$ cat src/rtl/lane_traffic_engine.sv
// lane_traffic_engine
//   N-lane traffic engine. On each enabled frame tick it runs one pass:
//   UPDATE (one cycle) moves every lane's car by STEP_PX pixels when that lane's
//   frame divider expires. The car moves in the lane's direction and wraps at
//   SCREEN_W. SCAN then tests the player box against one lane per cycle.
//   DONE pulses o_scan_done. A hit latches a sticky collision flag and records
//   the first lane that hit. Ticks that arrive while a pass is in flight are
//   remembered, one deep.
// Ports
//   CLK, RST_N        clock, asynchronous active-low reset
//   i_frame_tick      one-cycle pulse per video frame
//   i_enable          1 = traffic runs, 0 = positions and dividers frozen
//   i_restart         synchronous return to reset state (highest priority)
//   i_level           difficulty, shortens every lane's step period
//   i_lane_dir        bit k: 0 = lane k moves +x, 1 = lane k moves -x
//   i_player_x/_y     player box left/top edge
//   o_car_x           lane k car left edge at [k*X_W +: X_W]
//   o_busy            high during UPDATE and SCAN
//   o_scan_done       one-cycle pulse in DONE
//   o_collision       sticky hit flag
//   o_collision_lane  lane index of the first hit
module lane_traffic_engine #(
   parameter int N_LANES  = 4,
   parameter int X_W      = 10,
   parameter int Y_W      = 10,
   parameter int SCREEN_W = 640,
   parameter int CAR_W    = 32,
   parameter int PLAYER_W = 32,
   parameter int LANE_Y0  = 96,
   parameter int LANE_H   = 32,
   parameter int STEP_PX  = 4,
   parameter int BASE_DIV = 4,
   parameter int LVL_W    = 3
) (
   input  logic                   CLK,
   input  logic                   RST_N,
   input  logic                   i_frame_tick,
   input  logic                   i_enable,
   input  logic                   i_restart,
   input  logic [LVL_W-1:0]       i_level,
   input  logic [N_LANES-1:0]     i_lane_dir,
   input  logic [X_W-1:0]         i_player_x,
   input  logic [Y_W-1:0]         i_player_y,
   output logic [N_LANES*X_W-1:0] o_car_x,
   output logic                   o_busy,
   output logic                   o_scan_done,
   output logic                   o_collision,
   output logic [2:0]             o_collision_lane
);

   typedef enum logic [1:0] {
      ST_IDLE   = 2'd0,
      ST_UPDATE = 2'd1,
      ST_SCAN   = 2'd2,
      ST_DONE   = 2'd3
   } state_t;

   // The divider must hold the longest period (odd lanes, level 0).
   localparam int DIV_W = $clog2(BASE_DIV + 2);
   localparam int CW    = ((DIV_W > LVL_W) ? DIV_W : LVL_W) + 1;

   localparam logic [X_W:0]     SCREEN_E  = (X_W+1)'(SCREEN_W);
   localparam logic [X_W:0]     STEP_E    = (X_W+1)'(STEP_PX);
   localparam logic [X_W:0]     CAR_E     = (X_W+1)'(CAR_W);
   localparam logic [X_W:0]     PLAYER_E  = (X_W+1)'(PLAYER_W);
   localparam logic [CW-1:0]    ONE_C     = CW'(32'd1);
   localparam logic [DIV_W-1:0] ONE_D     = DIV_W'(32'd1);
   localparam logic [2:0]       LAST_LANE = 3'(N_LANES - 32'sd1);
   localparam logic [2:0]       LANE_ONE  = 3'd1;

   state_t         state_r;
   state_t         state_nxt_s;
   logic           go_s;
   logic           upd_en_s;
   logic           hit_sel_s;
   logic           busy_nxt_s;
   logic           done_nxt_s;
   logic           pending_r;
   logic           busy_r;
   logic           scan_done_r;
   logic           collision_r;
   logic [2:0]     lane_r;
   logic [2:0]     collision_lane_r;
   logic [7:0]     hit_all_s;
   logic [CW-1:0]  lvl_e_s;
   logic [X_W:0]   px_e_s;
   logic [Y_W:0]   py_e_s;

   assign go_s     = (i_frame_tick & i_enable) | pending_r;
   assign upd_en_s = (state_r == ST_UPDATE) & i_enable;
   assign lvl_e_s  = CW'(i_level);
   assign px_e_s   = {1'b0, i_player_x};
   assign py_e_s   = {1'b0, i_player_y};
   // hit_all_s is padded to 8 lanes so the 3-bit scan index always selects a defined bit.
   assign hit_sel_s = hit_all_s[lane_r];

   for (genvar k = 0; k < N_LANES; k++) begin : g_lane
      localparam logic [X_W-1:0] X_RST  = X_W'((k * SCREEN_W / N_LANES) % SCREEN_W);
      localparam logic [CW-1:0]  BASE_K = CW'(BASE_DIV + (k % 32'sd2));
      localparam logic [Y_W:0]   TOP_K  = (Y_W+1)'(LANE_Y0 + k * LANE_H);
      localparam logic [Y_W:0]   BOT_K  = (Y_W+1)'(LANE_Y0 + (k + 32'sd1) * LANE_H);

      logic [X_W-1:0]   x_r;
      logic [DIV_W-1:0] div_r;
      logic [CW-1:0]    period_s;
      logic             step_s;
      logic [X_W:0]     xe_s;
      logic [X_W:0]     right_s;
      logic [X_W:0]     left_s;
      logic [X_W-1:0]   x_nxt_s;
      logic             unused_msb_s;

      assign period_s = (BASE_K > lvl_e_s) ? (BASE_K - lvl_e_s) : ONE_C;
      // A level raised between passes can leave div_r past the new period.
      // Using >= steps the car at once instead of counting through a wrap.
      assign step_s   = (CW'(div_r) + ONE_C) >= period_s;
      assign xe_s     = {1'b0, x_r};
      assign right_s  = ((xe_s + STEP_E) >= SCREEN_E) ? (xe_s + STEP_E - SCREEN_E)
                                                     : (xe_s + STEP_E);
      assign left_s   = (xe_s < STEP_E) ? (xe_s + SCREEN_E - STEP_E) : (xe_s - STEP_E);
      // The wrapped result is always below SCREEN_W, so the top bit is always zero.
      assign {unused_msb_s, x_nxt_s} = i_lane_dir[k] ? left_s : right_s;
      assign o_car_x[k*X_W +: X_W] = x_r;
      // Only the unwrapped car span [x, x+CAR_W) is tested, even when it overhangs SCREEN_W.
      assign hit_all_s[k] = (py_e_s >= TOP_K) && (py_e_s < BOT_K)
                            && (px_e_s < xe_s + CAR_E) && (xe_s < px_e_s + PLAYER_E);

      // Lane position and frame divider; only an enabled UPDATE cycle moves them
      always_ff @(posedge CLK or negedge RST_N) begin
         if (!RST_N) begin
            x_r   <= X_RST;
            div_r <= {DIV_W{1'b0}};
         end else if (i_restart) begin
            x_r   <= X_RST;
            div_r <= {DIV_W{1'b0}};
         end else if (upd_en_s) begin
            div_r <= step_s ? {DIV_W{1'b0}} : (div_r + ONE_D);
            x_r   <= step_s ? x_nxt_s : x_r;
         end else begin
            x_r   <= x_r;
            div_r <= div_r;
         end
      end
   end

   for (genvar u = N_LANES; u < 8; u++) begin : g_pad
      assign hit_all_s[u] = 1'b0;
   end

   // FSM state register
   always_ff @(posedge CLK or negedge RST_N) begin
      if (!RST_N) begin
         state_r <= ST_IDLE;
      end else if (i_restart) begin
         state_r <= ST_IDLE;
      end else begin
         state_r <= state_nxt_s;
      end
   end

   // FSM next-state: one UPDATE, one SCAN cycle per lane, one DONE
   always_comb begin
      state_nxt_s = state_r;
      case (state_r)
         ST_IDLE: begin
            if (go_s) state_nxt_s = ST_UPDATE;
            else      state_nxt_s = ST_IDLE;
         end
         ST_UPDATE: state_nxt_s = ST_SCAN;
         ST_SCAN: begin
            if (lane_r == LAST_LANE) state_nxt_s = ST_DONE;
            else                     state_nxt_s = ST_SCAN;
         end
         ST_DONE: state_nxt_s = ST_IDLE;
         default: state_nxt_s = ST_IDLE;
      endcase
   end

   // FSM outputs are decoded from the next state, so the registered flags match the state
   always_comb begin
      busy_nxt_s = 1'b0;
      done_nxt_s = 1'b0;
      case (state_nxt_s)
         ST_UPDATE: busy_nxt_s = 1'b1;
         ST_SCAN:   busy_nxt_s = 1'b1;
         ST_DONE:   done_nxt_s = 1'b1;
         default: begin
            busy_nxt_s = 1'b0;
            done_nxt_s = 1'b0;
         end
      endcase
   end

   // Scan index, pending tick, sticky collision and registered status flags
   always_ff @(posedge CLK or negedge RST_N) begin
      if (!RST_N) begin
         pending_r        <= 1'b0;
         lane_r           <= 3'd0;
         busy_r           <= 1'b0;
         scan_done_r      <= 1'b0;
         collision_r      <= 1'b0;
         collision_lane_r <= 3'd0;
      end else if (i_restart) begin
         pending_r        <= 1'b0;
         lane_r           <= 3'd0;
         busy_r           <= 1'b0;
         scan_done_r      <= 1'b0;
         collision_r      <= 1'b0;
         collision_lane_r <= 3'd0;
      end else begin
         busy_r      <= busy_nxt_s;
         scan_done_r <= done_nxt_s;
         // IDLE always consumes the pending request (go_s already includes it).
         if (state_r == ST_IDLE)             pending_r <= 1'b0;
         else if (i_frame_tick && i_enable)  pending_r <= 1'b1;
         else                                pending_r <= pending_r;
         if (state_r == ST_SCAN) lane_r <= lane_r + LANE_ONE;
         else                    lane_r <= 3'd0;
         if ((state_r == ST_SCAN) && hit_sel_s && !collision_r) begin
            collision_r      <= 1'b1;
            collision_lane_r <= lane_r;
         end else begin
            collision_r      <= collision_r;
            collision_lane_r <= collision_lane_r;
         end
      end
   end

   assign o_busy           = busy_r;
   assign o_scan_done      = scan_done_r;
   assign o_collision      = collision_r;
   assign o_collision_lane = collision_lane_r;

endmodule

$ cat config.mk
export PLATFORM = sky130hd
export DESIGN_NAME = lane_traffic_engine
export DESIGN_NICKNAME = d
export VERILOG_FILES = /design/src/rtl/lane_traffic_engine.sv
export SDC_FILE = /design/constraint.sdc
export NUM_CORES = 1
export LEC_CHECK = 0
export CAP_MARGIN = 20
export CORE_MARGIN = 2
export CORE_UTILIZATION = 62
export DETAILED_ROUTE_END_ITERATION = 8
export PLACE_DENSITY = 0.95
export SLEW_MARGIN = 20
export SYNTH_ARGS = -nofsm -noshare
export SYNTH_HDL_FRONTEND = slang
export SYNTH_SLANG_ARGS = --single-unit
$ cat constraint.sdc
create_clock -name CLK -period 6.75 [get_ports CLK]
set_input_delay 1.35 -clock CLK [delete_from_list [all_inputs] [get_ports CLK]]
set_output_delay 1.35 -clock CLK [all_outputs]
set_load 0.02 [all_outputs]
==> results.cfg <==
[floorplanning]
die_y_um = 105.0
ios = 78
dieWidth_um = 105.0
coreArea_sq_um = 9819
die-area_sq_um = 11020
start_util_pct = 64.36
rows = 36

[yosys]
seq_area_frac_synth_pct = 22.33
yosysWarnings = 0
syn_inst = 745
synth_ff_type = dfrtp_1
synth-async-reset-ratio_pct = 100.0
synth-seq-cells = 56
synth_cell_types = 75
synth_edf_count = 0
mappedNetlistArea_sq_um = 6320
syn-mean-instance-area_sq_um = 8.483

[clock_tree]
worstSkewPairLatency_ns = 0.34
hold_buffers = 0
clockRootBuffer = clkbuf_8
cts_tree = yes
ctsResizeCount = 0
clkSlewWorstSetupHoldPaths_ns = 0.12
cts_buffers = 5
clk_path_buf_depth = 2
clock_sinks = 56
cts_max_level = 2
cts_setup_buffers = 0

[sta]
drv_slew = 0
tightest_slew_ns = 1.039
skew_ns = 0.01527
rsz0062_at_grt = no
timing.fmax_ghz = 0.2208
period_needed_ns = 4.529
slew_headroom_pct = 30.75
setup_viol = 0
fin_crit_sh_pct = 67.10
setup-tns-final_ns = 0
hold_viol_final = 0

[pwr]
max-vdd-ir-drop_mv = 0.1763
p_total_mw = 1.367
powerDensity_nw_per_um2 = 192.9
leakage_nw = 3.228

[global_route]
grt_pass1_wl_um = 28880
overflow = 0
antenna_found_initial = 0
grt_pass1_vias = 6339
grt_use_total_pct = 31.70
grt_max_degree = 57

[route]
vias = 6188
first_pass_iters = 5
avgRoutedWirePerCell_um = 18.62
wl_um = 17180
via_per_inst = 6.704
drtIter0Drc = 428
drc_errors = 0
antenna_left = 0

[min_path]
hp-start = g_lane[0].div_r[1]$_DFFE_PN0N_
min_to = g_lane[0].div_r[1]$_DFFE_PN0N_
whs_path_depth = 2
hp-class = reg -> reg

[placed_design]
routabilityCongestion = 0.9160
dpl-instance-area_sq_um = 6995
io_buffers = 64
hpwl_um = 12660

[setup_path]
cp_data_arrival_time_ns = 4.75
rr_endpoint = g_lane[1].x_r[7]$_DFFE_PN1P_
start_kind = input pin
crit_required_ns = 6.97
regToRegSetupSlack_ns = 3.58
endpoint_kind = flop
cp_max_fo = 8
r2r-start = g_lane[1].x_r[5]$_DFFE_PN1P_
reg2reg_depth = 10
path_class = in -> reg

[finish]
stdcell_area_sq_um = 7084
drive_above_1_share_pct = 4.430
area_delta_synth_final_pct = 12.10
diodes = 0
final_nets = 935

[run_status]
outcome = finished clean

[job]
cap_violations = 0
==> area by class of cell <==
type,instances,area (sq um)
Tap cell,133,166.4
Clock inverter,2,16.27
Clock buffer,6,72.57
Multi-Input combinational cell,610,4576
Fill cell,734,2735
Inverter,49,183.9
Sequential cell,56,1411
Timing Repair Buffer,67,658.1
==> placed cells by master, fill, tap and decap left out, types with 24 or more instances in the layout <==
master | netlist | layout
nor2_1 | 53 | 53
o21ai_0 | 36 | 36
inv_1 | 49 | 49
nand2_1 | 50 | 50
xor2_1 | 24 | 24
clkdlybuf4s50_1 | 0 | 63
dfrtp_1 | 48 | 48
xnor2_1 | 26 | 26
ha_1 | 114 | 114
nand3_1 | 30 | 30
a21oi_1 | 42 | 42
==> power breakdown <==
part | switching [mW] | leakage, nW | total [mW] | internal, mW
clock | 0.126 | 0.0414 | 0.201 | 0.0744
sequential | 0.104 | 0.741 | 0.479 | 0.375
combinational | 0.380 | 2.45 | 0.686 | 0.306
==> sequential cells by signal (all words and copies together) (netlist names), 2 cells and up <==
| name | flops |
|---|---|
| g_lane.div_r | 12 |
| g_lane.x_r | 32 |
| lane_r | 3 |
| o_collision_lane | 3 |
| state_r | 2 |
==> worst max-delay path, stage by stage <==
cell and delay [ns]:
clkdlybuf4s50_1 0.79, nand3_1 0.16, xor2_1 0.42, ha_1 0.34
a21oi_1 0.14, o21ai_0 0.09, a21oi_1 0.14, o31ai_1 0.09
a2111oi_0 0.74, o211ai_2 0.19, a32o_1 0.30
==> per-stage QoR <==
stage	std cells	hold WS, ns	utilization (%)	worst slack [ns]
6_report	923	0.5179	72.15	2.221
5_1_grt	923	0.5706	72.15	2.062
4_1_cts	923	0.5235	72.15	2.337
3_5_place_dp	915	0.5002	71.24	2.005
3_3_place_gp	915	0.4874	71.24	2.125
2_1_floorplan	753	0.4673	-	3.176
==> synthesized netlist by cell type (all sizes together), types with 5 or more instances <==
master / number / area [sq um]
a2111oi: 6 / 71.32
a211oi: 12 / 95.09
a21o: 16 / 120.1
a21oi: 42 / 210.2
a31oi: 6 / 37.54
and2: 7 / 43.79
and3: 9 / 56.30
and4: 5 / 45.04
buf: 13 / 85.08
clkbuf: 25 / 93.84
dfrtp: 48 / 1201
dfstp: 8 / 210.2
ha: 114 / 1426
inv: 49 / 183.9
mux2i: 15 / 150.1
nand2: 51 / 198.9
nand2b: 13 / 81.33
nand3: 30 / 150.1
nand4: 10 / 62.56
nor2: 54 / 205.2
nor2b: 8 / 50.05
nor3: 17 / 85.08
nor3b: 7 / 52.55
nor4: 5 / 31.28
o211ai: 6 / 50.05
o21ai: 38 / 193.9
o22ai: 7 / 43.79
o31ai: 6 / 58.81
xnor2: 26 / 227.7
xor2: 24 / 210.2
==> worst max path at each step <==
stage | startpoint | to | cells past startpoint
3_5_place_dp | i_player_x[7] | o_collision_lane[1]$_DFFE_PN0P_ | 11
6_report | i_player_x[7] | o_collision_lane[1]$_DFFE_PN0P_ | 11
5_1_grt | i_player_x[7] | o_collision_lane[1]$_DFFE_PN0P_ | 11
3_3_place_gp | i_player_x[7] | o_collision_lane[1]$_DFFE_PN0P_ | 11
4_1_cts | i_player_x[7] | o_collision_lane[1]$_DFFE_PN0P_ | 11
2_1_floorplan | i_level[0] | g_lane[2].x_r[8]$_DFFE_PN1N_ | 9
==> per-layer routing <==
| metal | vias up | wire [um] | GRT usage, % |
|---|---|---|---|
| met5 | - | 0 | 0 |
| met2 | 324 | 8620 | 55.57 |
| met4 | 0 | 651 | 14.86 |
| li1 | 2792 | - | - |
| met1 | 2977 | 6669 | 37.50 |
| met3 | 95 | 1241 | 5.490 |
==> kinds of logic (layout without fill, tap and decap cells) <==
group / after synthesis / after routing / synth area share [%]
and+or+nand+nor: 233 / 233 / 19.05
AOI/OAI and AO/OA: 186 / 186 / 20.53
adders and majority gates: 114 / 114 / 22.57
buffers and inverters: 87 / 124 / 5.741
DFF: 56 / 56 / 22.33
xor gates and xnor gates: 50 / 50 / 6.929
muxes: 17 / 17 / 2.732
other: 2 / 10 / 0.1188
Note: power is estimated with default switching activity, not from simulation.
